**src/rtl/threshold_detector_seq.sv**
```systemverilog
// Registered popcount threshold detector with hold-off debounce
// and a saturating detection-event counter.
module threshold_detector_seq #(
  parameter  int NBITS = 3,
  parameter  int HOLD  = 2,
  parameter  int CNT_W = 8,
  localparam int PCW   = $clog2(NBITS + 1)
) (
  input  logic             clk,
  input  logic             rst_n,
  input  logic             clear,
  input  logic             in_val,
  input  logic [NBITS-1:0] in_,
  input  logic [PCW-1:0]   thresh,
  input  logic             mode,
  output logic             out,
  output logic             rise,
  output logic [PCW-1:0]   count,
  output logic [CNT_W-1:0] event_cnt
);

  localparam int RW = $clog2(HOLD + 1);

  typedef enum logic [1:0] {
    IDLE,
    ARMING,
    DETECTED
  } state_t;

  state_t          state;
  state_t          state_n;
  logic [RW-1:0]   run;
  logic [RW-1:0]   run_n;
  logic [RW-1:0]   run_inc;
  logic [PCW-1:0]  pc;
  logic            match;
  logic            enter;

  always_comb begin
    pc = '0;
    for (int i = 0; i < NBITS; i++) begin
      pc = pc + PCW'(in_[i]);
    end
  end

  // thresh above NBITS can never be reached by pc, so no extra guard
  assign match   = mode ? (pc == thresh) : (pc >= thresh);
  assign run_inc = run + RW'(1);

  always_comb begin
    state_n = state;
    run_n   = run;
    if (in_val) begin
      case (state)
        IDLE: begin
          if (match) begin
            run_n   = RW'(1);
            state_n = (HOLD == 1) ? DETECTED : ARMING;
          end
        end
        ARMING: begin
          if (match) begin
            run_n = run_inc;
            if (run_inc == RW'(HOLD)) state_n = DETECTED;
          end else begin
            run_n   = '0;
            state_n = IDLE;
          end
        end
        DETECTED: begin
          if (!match) begin
            run_n   = '0;
            state_n = IDLE;
          end
        end
        default: begin
          run_n   = '0;
          state_n = IDLE;
        end
      endcase
    end
  end

  assign enter = (state_n == DETECTED) && (state != DETECTED);

  always_ff @(posedge clk or negedge rst_n) begin
    if (!rst_n) begin
      state     <= IDLE;
      run       <= '0;
      rise      <= 1'b0;
      count     <= '0;
      event_cnt <= '0;
    end else if (clear) begin
      state     <= IDLE;
      run       <= '0;
      rise      <= 1'b0;
      count     <= '0;
      event_cnt <= '0;
    end else begin
      state <= state_n;
      run   <= run_n;
      rise  <= enter;
      if (in_val) count <= pc;
      if (enter && (event_cnt != {CNT_W{1'b1}})) begin
        event_cnt <= event_cnt + CNT_W'(1);
      end
    end
  end

  assign out = (state == DETECTED);

endmodule

```
**config.mk**
```make
export PLATFORM = sky130hd
export DESIGN_NAME = threshold_detector_seq
export DESIGN_NICKNAME = d
export VERILOG_FILES = /design/src/rtl/threshold_detector_seq.sv
export SDC_FILE = /design/constraint.sdc
export NUM_CORES = 1
export LEC_CHECK = 0
export BUFFER_PORTS_ARGS = -buffer_cell sky130_fd_sc_hd__buf_4
export CORE_UTILIZATION = 56
export CTS_CLUSTER_DIAMETER = 100
export DETAILED_ROUTE_END_ITERATION = 8
export HOLD_SLACK_MARGIN = 0.05
export PLACE_DENSITY = 0.83
export SLEW_MARGIN = 10
export SYNTH_ARGS = -nofsm -noshare
export SYNTH_HDL_FRONTEND = slang
export SYNTH_SLANG_ARGS = --single-unit
export TNS_END_PERCENT = 10
```
**constraint.sdc**
```tcl
create_clock -name clk -period 3.41 [get_ports clk]
set_input_delay 0.682 -clock clk [delete_from_list [all_inputs] [get_ports clk]]
set_output_delay 0.682 -clock clk [all_outputs]
set_load 0.01 [all_outputs]
```
==> impl_metrics.csv <==
group,metric,value,unit
setup_path,cp_cell_sequence,"buf_4 > inv_1 > fa_1 > ha_1 > or3b_4 > a311o_1 > nor4_1 > mux2_1",
detailed_routing,vias,842,
setup_path,worst-path-buf-inv,2,
detailed_routing,avgViaCountPerCell,6.19,
min_path,holdCritPathClass,"in2async",
power,peakVddDrop,0.207,mV
clock_network,cts_setup_buffers,0,
cells_and_area,layout_common_cells,"buf_4 (21), dfrtp_1 (15), nor2_1 (13), inv_1 (6)",
die,core,1540,um2
global_route,grt_usage,22.6,%
clock_network,cts_max_level,1,
clock_network,clk_pin_slew_worst_paths,0.09,ns
placement,hpwl,1.38,mm
cells_and_area,fill_cells,124,
clock_network,cts-hold-fix-buffers,0,
timing,maxSlewHeadroom,60.0,%
setup_path,cp-end-kind,"register",
clock_network,postCtsResizedCells,0,
detailed_routing,wl_per_cell,14.2,um
clock_network,insertion_delay,0.30,ns
setup_path,critical_path_depth,8,
synthesis,syn_area_per_cell,9.43,um2
cells_and_area,drive_gt1_share,22.5,%
timing,finalCritPeriodShare,83.6,%
timing,hold_viol,0,
timing,setup_viol,0,
die,ios,22,
detailed_routing,routed_wl,1.93,mm
job,maxCapViolations,0,
global_route,gr-total-overflow,0,
power,clockPowerShare,29.8,%
timing,fin_skew,0.00553,ns
timing,whs,0.215,ns
timing,post-route-min-period,2.85,ns
clock_network,clockBufferDepth,2,
synthesis,synth_edf_count,0,
timing,slew_violations,0,
power,power.share.sequential,51.9,%
timing,tns,0,ns
die,chipHeight,43.0,um
detailed_routing,route.met3.wl,78,um
synthesis,synth_top_area_share,39.8,%
setup_path,worstPathRequired,3.60,ns
global_route,grt_max_degree,22,
detailed_routing,route.detailed.drc,0,
synthesis,synth_area_leaders,"dfrtp_1 (40%), ha_1 (5.3%), nor2_1 (5.2%)",
synthesis,synthesis.area,943,um2
power,cellPowerDensity,323,nW/um2
power,swShare,28.8,%
placement,place.gp.congestion,0.796,
cells_and_area,fin_nets,136,
detailed_routing,top_layer,"met4",
setup_path,crit_type,"in2reg",
clock_network,clock_sinks,15,
placement,portBuffers,21,
synthesis,synth_nets,115,
setup_path,crit_family,"simple AND/OR/NAND/NOR gates",
cells_and_area,mostFrequentLayoutCell,"buf_4",
cells_and_area,diodes,0,
power,p_int,258,uW
die,num_rows,14,
placement,place_area,1090,um2
detailed_routing,drtAntennaViolNets,0,
clock_network,cts_tree,"yes",
synthesis,synth-seq-area-share,39.8,%
detailed_routing,dr.pass1.iters,4,
clock_network,cts_buffers,3,
power,netSwitchingPower,104,uW
synthesis,synthCells,100,
setup_path,rr_worst_depth,5,
setup_path,cp_max_fo,11,
setup_path,cpMaxStageDelayCell,"fa_1",
detailed_routing,wl_met2,876,um
die,die_w,43.0,um
die,initial_utilization,61.2,%
run_status,status,"complete, no violations",
synthesis,yosys.area.top_type,"dfrtp_1",
synthesis,synth_ff_type,"dfrtp_1",
timing,rsz0062_at_grt,"no",
timing,worst_pin_slew,0.596,ns
detailed_routing,drt_iter0_markers,14,
cells_and_area,synthToLayoutAreaGrowth,18.8,%
synthesis,ys_types,35,
global_route,grt_pass1_wl,2.99,mm
power,pwr-share-comb,18.3,%
setup_path,crit_arrival,3.04,ns
timing,fmax,351,MHz
synthesis,synth_warnings,0,
die,die-area,1850,um2
setup_path,crit_path_start_kind,"input pin",
power,leakage,0.525,nW
synthesis,async_flop_share,100,%
cells_and_area,design_area,1120,um2
global_route,antenna_found_initial,0,
setup_path,slowest_delay,0.49,ns
synthesis,synth-seq-cells,15,
global_route,grt_pass1_vias,696,
clock_network,clk_root_buffer_cell,"clkbuf_4",
detailed_routing,wl_met1,925,um
-- synthesized netlist by cell type, types with 2 or more instances --
| library cell | count |
|---|---|
| mux2i_1 | 3 |
| mux2_1 | 3 |
| inv_1 | 6 |
| a311oi_1 | 3 |
| nand2_1 | 3 |
| ha_1 | 4 |
| a21oi_1 | 5 |
| nand2b_1 | 3 |
| o31ai_1 | 4 |
| clkbuf_1 | 4 |
| nor2_1 | 13 |
| nand3_1 | 4 |
| o21ai_0 | 2 |
| and3_1 | 2 |
| or4_1 | 3 |
| nor2b_1 | 5 |
| dfrtp_1 | 15 |
-- layout make-up --
cell class / instances / area [um2] / share of cell area [%]
multi-input combinational: 73 / 515 / 46.0
sequential: 15 / 375 / 33.5
timing repair buffer: 21 / 158 / 14.1
clock buffer: 4 / 26.3 / 2.34
inverter: 7 / 26.3 / 2.34
tap: 16 / 20.0 / 1.79
-- metal layers --
metal | GRT usage, % | up-vias
met2 | 33.3 | 18
met5 | 0 | -
met1 | 30.3 | 408
li1 | - | 411
met3 | 5.11 | 5
met4 | 12.7 | 0
-- final timing paths --
check	from	endpoint	slack, ns
min reg2reg	run[0]	run[0]	0.51
min in group clk	run[0]	run[0]	0.51
max in group asynchronous	rst_n	count[1]	3.02
max reg2reg	event_cnt[0]	event_cnt[2]	1.64
max	in_[0]	event_cnt[4]	0.56
min	rst_n	event_cnt[3]	0.21
-- power groups by stage --
stage	logic (mW)	clock network, mW	registers [mW]
2_1_floorplan	0.0476	0	0.189
3_3_place_gp	0.0641	0	0.191
3_5_place_dp	0.0654	0	0.191
4_1_cts	0.0660	0.112	0.188
5_1_grt	0.0735	0.117	0.188
6_report	0.0661	0.108	0.188
-- flip-flops by register name, summed over array words and instances, names as in the netlist --
register   cells
rise           1
event_cnt      8
run            2
count          2
state          2
-- logic make-up (layout without fill, tap and decap cells) --
kind of cell	count (synthesis)	count (layout)	share of synthesized area [%]
fa+ha+maj	5	5	7.43
mux	6	6	6.76
compound gates	21	21	15.8
simple gates	41	41	24.7
flops	15	15	39.8
buf+inv	12	32	5.57
-- metrics by stage --
stage                     setup WS [ns]  instances  total power, mW  util, %
after detailed placement          0.265        132            0.256     71.0
after CTS                         0.582        136            0.365     72.7
final                             0.558        136            0.362     72.7
after global placement            0.252        132            0.255     71.0
after floorplan                   0.470        100            0.237        -
after global routing              0.458        136            0.378     72.7
No activity file was read; power rests on OpenSTA's default activity.
